<file path="src/rtl/input_cmd_hub_if.sv">
// Command hub bus: source-side capture handshake and consumer-side FIFO head.
interface input_cmd_hub_if #(
  parameter int CH_CNT     = 2,
  parameter int DATA_W     = 3,
  parameter int LOG2_DEPTH = 2
);
  localparam int CH_W = (CH_CNT > 1) ? $clog2(CH_CNT) : 1;

  logic [CH_CNT-1:0]        src_ready;
  logic [CH_CNT*DATA_W-1:0] src_data;
  logic [CH_CNT-1:0]        ch_mask;
  logic [CH_CNT-1:0]        src_read_fin;
  logic                     dst_ready;
  logic [CH_W+DATA_W-1:0]   dst_data;
  logic                     dst_read_fin;
  logic [7:0]               drop_cnt;
  logic [LOG2_DEPTH:0]      level;

  modport master (
    output src_ready, src_data, ch_mask, dst_read_fin,
    input  src_read_fin, dst_ready, dst_data, drop_cnt, level
  );

  modport slave (
    input  src_ready, src_data, ch_mask, dst_read_fin,
    output src_read_fin, dst_ready, dst_data, drop_cnt, level
  );
endinterface

</file>
<file path="src/rtl/input_cmd_hub.sv">
// Round-robin command collector: captures one armed source per cycle into a
// first-word fall-through FIFO tagged with the source id.
module input_cmd_hub #(
  parameter int CH_CNT       = 2,
  parameter int DATA_W       = 3,
  parameter int LOG2_DEPTH   = 2,
  parameter int DROP_ON_FULL = 0
) (
  input logic              clock,
  input logic              reset,
  input_cmd_hub_if.slave   hub
);
  localparam int CH_W  = (CH_CNT > 1) ? $clog2(CH_CNT) : 1;
  localparam int DEPTH = 1 << LOG2_DEPTH;
  localparam int ENT_W = CH_W + DATA_W;
  localparam logic [LOG2_DEPTH:0] FULL_LVL = (LOG2_DEPTH+1)'(DEPTH);

  logic [CH_CNT-1:0]     armed;
  logic [CH_CNT-1:0]     eligible;
  logic [CH_CNT-1:0]     gnt_vec;
  logic [CH_CNT-1:0]     fin_q;
  logic [CH_W-1:0]       rr_ptr;
  logic [CH_W-1:0]       rr_nxt;
  logic [CH_W-1:0]       gnt_id;
  logic [CH_W-1:0]       cand;
  logic [DATA_W-1:0]     sel_data;
  logic                  found;
  logic                  space;
  logic                  pop;
  logic                  push;
  logic                  grant;
  logic                  drop;
  logic                  not_empty;
  logic [ENT_W-1:0]      mem [DEPTH];
  logic [LOG2_DEPTH-1:0] wr_ptr;
  logic [LOG2_DEPTH-1:0] rd_ptr;
  logic [LOG2_DEPTH:0]   level_q;
  logic [7:0]            drop_q;

  assign eligible  = hub.src_ready & hub.ch_mask & armed;
  assign not_empty = (level_q != '0);
  assign pop       = hub.dst_read_fin && not_empty;
  // A full FIFO still has room when the head leaves in the same cycle.
  assign space     = (level_q != FULL_LVL) || pop;

  // Round-robin search from rr_ptr, grant gating and source data select
  always_comb begin
    found    = 1'b0;
    gnt_id   = '0;
    cand     = '0;
    sel_data = '0;
    gnt_vec  = '0;
    for (int unsigned k = 0; k < CH_CNT; k++) begin
      cand = CH_W'((32'(rr_ptr) + k) % 32'(CH_CNT));
      if (!found && eligible[cand]) begin
        found  = 1'b1;
        gnt_id = cand;
      end
    end
    grant = found && (space || (DROP_ON_FULL != 0));
    push  = grant && space;
    drop  = grant && !space;
    if (grant) gnt_vec[gnt_id] = 1'b1;
    rr_nxt = CH_W'((32'(gnt_id) + 32'd1) % 32'(CH_CNT));
    for (int unsigned i = 0; i < CH_CNT; i++) begin
      if (gnt_id == CH_W'(i)) sel_data = hub.src_data[i*DATA_W +: DATA_W];
    end
  end

  // Arbitration state: armed bits, round-robin pointer, registered acknowledge
  always_ff @(posedge clock) begin
    if (reset) begin
      armed  <= '1;
      rr_ptr <= '0;
      fin_q  <= '0;
    end else begin
      fin_q <= gnt_vec;
      if (grant) rr_ptr <= rr_nxt;
      for (int unsigned i = 0; i < CH_CNT; i++) begin
        if (gnt_vec[i])             armed[i] <= 1'b0;
        else if (!hub.src_ready[i]) armed[i] <= 1'b1;
      end
    end
  end

  // FIFO storage; contents are only observable through valid pointers
  always_ff @(posedge clock) begin
    if (push) mem[wr_ptr] <= {gnt_id, sel_data};
  end

  // FIFO pointers, occupancy and saturating drop counter
  always_ff @(posedge clock) begin
    if (reset) begin
      wr_ptr  <= '0;
      rd_ptr  <= '0;
      level_q <= '0;
      drop_q  <= '0;
    end else begin
      if (push) wr_ptr <= wr_ptr + LOG2_DEPTH'(1);
      if (pop)  rd_ptr <= rd_ptr + LOG2_DEPTH'(1);
      case ({push, pop})
        2'b10:   level_q <= level_q + (LOG2_DEPTH+1)'(1);
        2'b01:   level_q <= level_q - (LOG2_DEPTH+1)'(1);
        default: level_q <= level_q;
      endcase
      if (drop && (drop_q != 8'hFF)) drop_q <= drop_q + 8'd1;
    end
  end

  assign hub.src_read_fin = fin_q;
  assign hub.dst_ready    = not_empty;
  assign hub.dst_data     = not_empty ? mem[rd_ptr] : '0;
  assign hub.drop_cnt     = drop_q;
  assign hub.level        = level_q;
endmodule

</file>
<file path="src/flat_wrapper.sv">
// flat-port wrapper written by rule: the top's interface ports become plain ports
module input_cmd_hub_flat 
#(
  parameter int CH_CNT       = 2,
  parameter int DATA_W       = 3,
  parameter int LOG2_DEPTH   = 2,
  parameter int DROP_ON_FULL = 0
)
  (clock, reset, hub_src_ready, hub_src_data, hub_ch_mask, hub_dst_read_fin, hub_src_read_fin, hub_dst_ready, hub_dst_data, hub_drop_cnt, hub_level);
  input_cmd_hub_if #(.CH_CNT(CH_CNT), .DATA_W(DATA_W), .LOG2_DEPTH(LOG2_DEPTH)) hub_i ();
  input logic clock;
  input logic reset;
  input wire logic [$bits(hub_i.src_ready)-1:0] hub_src_ready;
  input wire logic [$bits(hub_i.src_data)-1:0] hub_src_data;
  input wire logic [$bits(hub_i.ch_mask)-1:0] hub_ch_mask;
  input wire logic [$bits(hub_i.dst_read_fin)-1:0] hub_dst_read_fin;
  output wire logic [$bits(hub_i.src_read_fin)-1:0] hub_src_read_fin;
  output wire logic [$bits(hub_i.dst_ready)-1:0] hub_dst_ready;
  output wire logic [$bits(hub_i.dst_data)-1:0] hub_dst_data;
  output wire logic [$bits(hub_i.drop_cnt)-1:0] hub_drop_cnt;
  output wire logic [$bits(hub_i.level)-1:0] hub_level;
  assign hub_i.src_ready = hub_src_ready;
  assign hub_i.src_data = hub_src_data;
  assign hub_i.ch_mask = hub_ch_mask;
  assign hub_i.dst_read_fin = hub_dst_read_fin;
  assign hub_src_read_fin = hub_i.src_read_fin;
  assign hub_dst_ready = hub_i.dst_ready;
  assign hub_dst_data = hub_i.dst_data;
  assign hub_drop_cnt = hub_i.drop_cnt;
  assign hub_level = hub_i.level;
  input_cmd_hub #(.CH_CNT(CH_CNT), .DATA_W(DATA_W), .LOG2_DEPTH(LOG2_DEPTH), .DROP_ON_FULL(DROP_ON_FULL)) u_core (.clock(clock), .reset(reset), .hub(hub_i));
endmodule
</file>
<file path="config.mk">
export PLATFORM = sky130hd
export DESIGN_NAME = input_cmd_hub_flat
export DESIGN_NICKNAME = d
export VERILOG_FILES = /design/src/rtl/input_cmd_hub_if.sv /design/src/rtl/input_cmd_hub.sv /design/src/flat_wrapper.sv
export SDC_FILE = /design/constraint.sdc
export NUM_CORES = 1
export LEC_CHECK = 0
export ABC_AREA = 1
export CAP_MARGIN = 5
export CORE_AREA = 2 2 59 61
export CTS_CLUSTER_DIAMETER = 150
export CTS_CLUSTER_SIZE = 8
export DETAILED_ROUTE_END_ITERATION = 12
export DIE_AREA = 0 0 61 63
export PLACE_DENSITY = 0.79
export RECOVER_POWER = 50
export SYNTH_ARGS = -nofsm -noshare
export SYNTH_HDL_FRONTEND = slang
export SYNTH_SLANG_ARGS = --single-unit
</file>
<file path="constraint.sdc">
create_clock -name clock -period 3.3 [get_ports clock]
set_input_delay 0.33 -clock clock [delete_from_list [all_inputs] [get_ports clock]]
set_output_delay 0.33 -clock clock [all_outputs]
set_load 0.03 [all_outputs]
</file>
# Yosys cells after proc, flatten, opt, wreduce, memory -nomap -nowiden

Memory sizes are Yosys's and may differ from the RTL's. A register that Yosys moved wholly into a read port is not among the register bits.
Index checks and enable logic that the tools add are counted.

Reductions and logical operators: 12
$add $sub $neg: 7
Multiplexer cells: 22
$lt $le $gt $ge: 4
Bitwise gates (word level): 2
Equal/unequal tests: 6

Operators with widths:

| kind                  | count |
|---|---|
| $mux W1               | 15 |
| $add A8 B1 Y8 const B | 1 |
| $ne A8 B8 Y1 const B  | 1 |
| $logic_and A1 B1 Y1   | 7 |
| $lt A1 B2 Y1 const B  | 3 |
| $mux W2               | 3 |
| $pmux W3 S2           | 1 |
| $add A2 B1 Y2 const B | 2 |
| $and A2 B2 Y2         | 2 |
| $mux W4               | 1 |
| $ne A2 B1 Y1 const B  | 2 |
| $add A3 B1 Y3 const B | 1 |
| $mux W3               | 1 |
| $ne A3 B3 Y1 const B  | 1 |
| $reduce_bool A3 Y1    | 1 |
| $sub A3 B1 Y3 const B | 1 |
| $add A1 B1 Y1 const B | 2 |
| $eq A2 B1 Y1 const B  | 1 |
| $eq A2 B2 Y1 const B  | 1 |
| $logic_not A1 Y1      | 2 |
| $reduce_bool A2 Y1    | 1 |
| $demux W1 S1          | 1 |
| $ge A1 B1 Y1 const B  | 1 |
| $logic_or A1 B1 Y1    | 1 |

Register bits after elaboration: 20
RAM bits: 16
Bits of input ports: 13
Memories: 1

Memory list:

| memory     | words | width | read ports | clocked after Yosys merged registers in | wr ports | RTL line            | source |
|---|---|---|---|---|---|---|---|
| u_core.mem | 4     | 4     | 1          | 1                                       | 1        | input_cmd_hub.sv:34 | `logic [ENT_W-1:0] mem [DEPTH];` |

# Longest topological paths before layout

Depth after elaboration: 14
Gate-level depth with buffers: 12

# Least setup slack after synthesis

OpenSTA, ideal clock, no wires.

Kind: register -> register
Start: reg u_core.level_q[2] (netlist: u_core.hub.level[2])
End: reg u_core.level_q[2] (netlist: u_core.hub.level[2])
Cell stages (with the launch flop): 13
Buffers on the path: 0
Arrival: 1941 ps
Clock period less this slack: 2050 ps
Data required time: 3190 ps
Slack: 1250 ps
Cell sequence: dfxtp_1 -> inv_2 -> nand2_2 -> nand2_2 -> inv_2 -> ha_1 -> inv_1 -> fa_1 -> or2_1 -> nand3_1 -> nand2_1 -> inv_1 -> nor2_1

Word-level cells in the longest chain between the ends: 7

Ends and longest elaborated chain:

| what                                                     | RTL line             | source |
|---|---|---|
| from (decl)                                              | input_cmd_hub.sv:37  | `logic [LOG2_DEPTH:0] level_q;` |
| from (signal assigned)                                   | input_cmd_hub.sv:102 | `2'b10: level_q <= level_q + (LOG2_DEPTH+1)'(1);` |
| from (signal assigned)                                   | input_cmd_hub.sv:103 | `2'b01: level_q <= level_q - (LOG2_DEPTH+1)'(1);` |
| from (signal assigned)                                   | input_cmd_hub.sv:104 | `default: level_q <= level_q;` |
| $reduce_bool A3 Y1 (*)                                   | input_cmd_hub.sv:41  | `assign not_empty = (level_q != '0);` |
| net hub_dst_ready                                        | flat_wrapper.sv:18   | `output wire logic [$bits(hub_i.dst_ready)-1:0] hub_dst_ready;` |
| $logic_and A1 B1 Y1 (*)                                  | input_cmd_hub.sv:42  | `assign pop = hub.dst_read_fin && not_empty;` |
| net u_core.pop                                           | input_cmd_hub.sv:29  | `logic pop;` |
| $logic_or A1 B1 Y1                                       | input_cmd_hub.sv:44  | `assign space = (level_q != FULL_LVL) \|\| pop;` |
| $logic_and A1 B1 Y1                                      | input_cmd_hub.sv:60  | `grant = found && (space \|\| (DROP_ON_FULL != 0));` |
| $logic_and A1 B1 Y1                                      | input_cmd_hub.sv:61  | `push = grant && space;` |
| $eq A2 B1 Y1 / $eq A2 B2 Y1 (equally long branches)      | input_cmd_hub.sv:101 | `case ({push, pop})` |
| $pmux W3 S2 / $reduce_bool A2 Y1 (equally long branches) | n/a                  |  |

Mark *: on every way through the listed nets, which the timed path passes. The rest lies on a longest branch.
A chain may end at the register's enable or synchronous reset.

# Worst setup path after layout

Start: in hub_src_ready[0]
End: reg u_core.level_q[2] (netlist: u_core.hub.level[2])

Word-level cells in the longest chain between the ends: 12

Ends and longest elaborated chain:

| what                                                     | RTL line             | source |
|---|---|---|
| from (decl)                                              | flat_wrapper.sv:13   | `input wire logic [$bits(hub_i.src_ready)-1:0] hub_src_ready;` |
| $and A2 B2 Y2 (*) (2 in series)                          | input_cmd_hub.sv:40  | `assign eligible = hub.src_ready & hub.ch_mask & armed;` |
| $mux W1 (not written as such) (2 in series)              | input_cmd_hub.sv:55  | `if (!found && eligible[cand]) begin` |
| $mux W1                                                  | input_cmd_hub.sv:55  |  |
| $logic_not A1 Y1                                         | input_cmd_hub.sv:55  |  |
| $logic_and A1 B1 Y1                                      | input_cmd_hub.sv:55  |  |
| $mux W1 (*)                                              | input_cmd_hub.sv:55  |  |
| $logic_and A1 B1 Y1 (*)                                  | input_cmd_hub.sv:60  |  |
| $logic_and A1 B1 Y1 (*)                                  | input_cmd_hub.sv:61  |  |
| $eq A2 B1 Y1 / $eq A2 B2 Y1 (equally long branches)      | input_cmd_hub.sv:101 |  |
| $pmux W3 S2 / $reduce_bool A2 Y1 (equally long branches) | n/a                  |  |

Mark *: on every way between the ends. The rest lies on a longest branch, timed or not. The select of a mux whose other input is x is not followed.

==> parameters.txt <==
Parameter                              Value

Status
  Run status ... finished clean

STA
  Unrepaired setup endpoints after global routing ... false
  Count of pins over their slew limit ... 0
  Final total negative setup slack ... 0 ns
  Crit share post-route ... 0.717
  Slew HR ... 0.670
  Time the worst path needs with I/O delays and setup ... 2.37 ns
  Timing-limited maximum frequency ... 0.422 GHz
  Fin. Hold Viols ... 0
  Final setup vio count ... 0
  Setup skew after layout ... 0.00627 ns
  Least-Margin Pin Slew ... 0.493 ns

Global route
  Antenna violations before repair ... 0
  Number of global-route vias before repair ... 1081
  GRT overflow ... 0
  GR Util All Layers ... 0.158
  Maximum number of pins on one net before global-route repair ... 13
  Wire length of the first global-routing pass ... 4500 um

Drt
  Via count ... 1205
  Antenna Violating Nets Remaining ... 0
  DRC violation count after routing ... 0
  Total Routed Length ... 2670 um
  Mean routed wirelength per cell ... 10.4 um
  Via/cell ratio ... 4.67
  DR iter-0 viols ... 38
  1st-pass router iterations ... 4

Clocking
  Clock H-tree levels ... 2
  Longest Clk Path Bufs ... 2
  Cells resized by post-CTS repair ... 0
  CTS tree ... yes
  Clock insertion delay at the later pin of the skew report ... 0.33 ns
  CTS sink count ... 38
  Total of hold buffers inserted after clock tree synthesis ... 0
  Clock Tree Root ... sky130_fd_sc_hd__clkbuf_4
  Number of buffers inserted by post-CTS setup repair ... 0
  Clock-pin slew on the worst setup and hold paths ... 0.11 ns
  TritonCTS Buffers ... 5

Synth
  Sequential fraction of the synthesis area ... 0.557
  Top-area cell type share of the netlist area ... 0.291
  Summed instance area of the synthesized netlist ... 0.00165 mm^2
  Synth Register Bits ... 38
  Most used DFF post-synth ... sky130_fd_sc_hd__dfxtp_1
  Biggest area contributors in the synthesized netlist ... sky130_fd_sc_hd__edfxtp_1 (29%), sky130_fd_sc_hd__dfxtp_1 (27%), sky130_fd_sc_hd__nor2_1 (7.7%)
  Net count of the mapped netlist ... 195
  Adder-cell share of the synthesized area ... 0.0500
  Gate Count Post-Synth ... 176
  YS warnings ... 0
  Biggest area consumer among synthesized cells ... sky130_fd_sc_hd__edfxtp_1
  Largest family of logic cells by synthesized area ... simple AND/OR/NAND/NOR gates
  Area fraction in and, or, nand and nor cells after synthesis ... 0.254
  Proportion of synthesized area in mux cells ... 0
  EDFF count, synth ... 16
  Number of distinct standard cells referenced by the synthesized netlist ... 26
  Post-synthesis area per instance ... 9.39 um^2
  Compound-gate portion of the synthesized area ... 0.0598
  Ys async rst share ... 0
  Share of the synthesized netlist area taken by xor and xnor gates ... 0

Layout
  Ant. Diodes ... 0
  Final core utilization ... 0.622
  Net count reported at finish ... 230
  Area added between synthesis and finish ... 21.6%
  Share of final-layout standard cells stronger than drive strength 1 ... 0.0991
  Fin area ... 0.00201 mm^2

Power and ir drop
  Comb pwr share ... 0.380
  Max VDD drop ... 0.354 mV
  Cell Pwr Density ... 642 mW/mm^2
  Clk network pwr share ... 0.169
  Internal power ... 806 uW
  Switching Power ... 484 uW
  Power consumption ... 1290 uW
  Switching part of the total power ... 0.375
  Leakage power of the design ... 0.000799 uW
  Fraction of power consumed by sequential logic ... 0.451

Die
  DIE AREA ... 0.00384 mm^2
  Die height ... 63 um
  Area of the placeable core ... 0.00323 mm^2
  Starting density of the core ... 0.511
  Io pins ... 31
  Floorplan die width ... 61 um
  Num rows ... 21

Placed design
  Buffers added on ports ... 30
  Global placer's final weighted congestion ... 0.744
  Placed wire-length estimate after detailed placement ... 2060 um
  Placed instance area ... 0.00200 mm^2

Setup path
  Worst-path fanout max ... 10
  WP data arrival ... 2.61 ns
  Worst reg-to-reg setup slack ... 1.05 ns
  Reg-to-Reg End ... u_core.hub.level[2]$_SDFFE_PP0P_
  Cell depth of the worst flop-to-flop path ... 11
  Startpoint class of the critical path ... input pin
  Startpoint of the worst-slack reg-to-reg timing path ... u_core.hub.level[0]$_SDFFE_PP0P_
  Endpoint class of the critical path ... flip-flop
  Worst path required time ... 3.54 ns
  Worst setup path category ... in2reg

Job
  # Max-Cap Violations ... 0

Min path
  WHS Path Cells ... 2
  Startpoint of the tightest hold check path ... u_core.hub.drop_cnt[4]$_SDFFE_PP0P_
  Class of the tightest hold or removal check ... reg2reg
  Worst Hold End ... u_core.hub.drop_cnt[4]$_SDFFE_PP0P_
power groups by stage:
| stage | clock (uW) | sequential, uW | combinational, uW |
|---|---|---|---|
| after global placement | 0 | 598 | 502 |
| final | 218 | 582 | 490 |
| after CTS | 231 | 588 | 511 |
| after global routing | 243 | 590 | 544 |
| after floorplan | 0 | 612 | 325 |
| after detailed placement | 0 | 598 | 509 |
how the worst max path moves through the flow:
stage / slack [ns] / start / cells after the start / to
after CTS: 0.95 / flip-flop / 4 / hub_dst_data[3]
after floorplan: 1.25 / u_core.hub.level[2]$_SDFFE_PP0P_ / 12 / u_core.hub.level[2]$_SDFFE_PP0P_
after global routing: 0.78 / hub_src_ready[0] / 12 / u_core.hub.level[2]$_SDFFE_PP0P_
after detailed placement: 0.95 / hub_dst_read_fin / 12 / u_core.hub.level[2]$_SDFFE_PP0P_
final: 0.93 / hub_src_ready[0] / 12 / u_core.hub.level[2]$_SDFFE_PP0P_
after global placement: 1.01 / hub_dst_read_fin / 12 / u_core.hub.level[2]$_SDFFE_PP0P_
metrics by stage:
| step | setup slack (ns) | cells | hold WS, ns |
|---|---|---|---|
| floorplan | 1.25 | 176 | 0.452 |
| global placement | 1.01 | 250 | 0.411 |
| detailed placement | 0.952 | 250 | 0.412 |
| CTS | 0.951 | 258 | 0.428 |
| global route | 0.782 | 258 | 0.448 |
| finish | 0.933 | 258 | 0.427 |
final cells by class:
class / instances / area, um^2
clock buffer: 6 / 41.3
clock inverter: 2 / 8.76
fill: 295 / 1220
inverter: 31 / 119
multi-input combinational: 105 / 562
sequential: 38 / 921
tap: 46 / 57.6
timing repair buffer: 30 / 300
registers in the layout, summed over array words and instances (netlist names), named ones only:
| name | count |
|---|---|
| u_core.wr_ptr | 2 |
| u_core.hub.drop_cnt | 8 |
| u_core.rr_ptr | 1 |
| u_core.hub.src_read_fin | 2 |
| u_core.rd_ptr | 2 |
| u_core.hub.level | 3 |
| u_core.mem | 16 |
| u_core.armed | 2 |
kinds of logic (layout without fill, tap and decap cells):
kind of cell / after synthesis / after routing
fa+ha+maj: 6 / 6
flops: 38 / 38
compound gates: 19 / 19
buf+inv: 33 / 69
simple gates: 80 / 80
critical path, stage by stage:
cell                            delay [ns]
sky130_fd_sc_hd__dlygate4sd3_1        0.58
sky130_fd_sc_hd__nand3_2              0.08
sky130_fd_sc_hd__nand2_1              0.09
sky130_fd_sc_hd__nand2_1              0.39
sky130_fd_sc_hd__ha_1                 0.23
sky130_fd_sc_hd__inv_1                0.07
sky130_fd_sc_hd__fa_1                 0.38
sky130_fd_sc_hd__or2_1                0.25
sky130_fd_sc_hd__nand3_1              0.07
sky130_fd_sc_hd__nand2_1              0.05
sky130_fd_sc_hd__inv_1                0.05
sky130_fd_sc_hd__nor2_1               0.03
cell usage in the layout, fill, tap and decap left out, types with 2 or more instances in the layout:
cell type,Yosys,layout
sky130_fd_sc_hd__inv_2,3,2
sky130_fd_sc_hd__a21oi_1,6,6
sky130_fd_sc_hd__ha_1,5,5
sky130_fd_sc_hd__nor2_2,4,4
sky130_fd_sc_hd__nor2_4,4,3
sky130_fd_sc_hd__nand2_1,18,23
sky130_fd_sc_hd__nand3_1,5,5
sky130_fd_sc_hd__inv_1,27,28
sky130_fd_sc_hd__dfxtp_1,22,22
sky130_fd_sc_hd__nand4_1,2,2
sky130_fd_sc_hd__edfxtp_1,16,16
sky130_fd_sc_hd__nand3_2,2,2
sky130_fd_sc_hd__nor2_1,34,35
sky130_fd_sc_hd__dlygate4sd3_1,0,2
sky130_fd_sc_hd__nor3b_1,2,2
sky130_fd_sc_hd__clkdlybuf4s50_1,0,28
sky130_fd_sc_hd__o21ai_0,10,11
sky130_fd_sc_hd__clkbuf_4,0,5
synthesized netlist by cell type, types with 2 or more instances:
cell / n
sky130_fd_sc_hd__nand3_1: 5
sky130_fd_sc_hd__nand3_2: 2
sky130_fd_sc_hd__ha_1: 5
sky130_fd_sc_hd__nand2_2: 4
sky130_fd_sc_hd__o21ai_0: 10
sky130_fd_sc_hd__nor2_2: 4
sky130_fd_sc_hd__nand2_1: 18
sky130_fd_sc_hd__o21ai_1: 2
sky130_fd_sc_hd__nor3b_1: 2
sky130_fd_sc_hd__inv_1: 27
sky130_fd_sc_hd__a21oi_1: 6
sky130_fd_sc_hd__dfxtp_1: 22
sky130_fd_sc_hd__nand4_1: 2
sky130_fd_sc_hd__edfxtp_1: 16
sky130_fd_sc_hd__nor2_1: 34
sky130_fd_sc_hd__nor2_4: 4
sky130_fd_sc_hd__inv_2: 3
sky130_fd_sc_hd__nand2_4: 2
metal layers:
layer,track usage,share of wire
met1,0.180,0.43
met5,0,0
met4,0.0571,0.011
met3,0.0642,0.047
met2,0.259,0.51
Power figures use the tool's default switching activity.
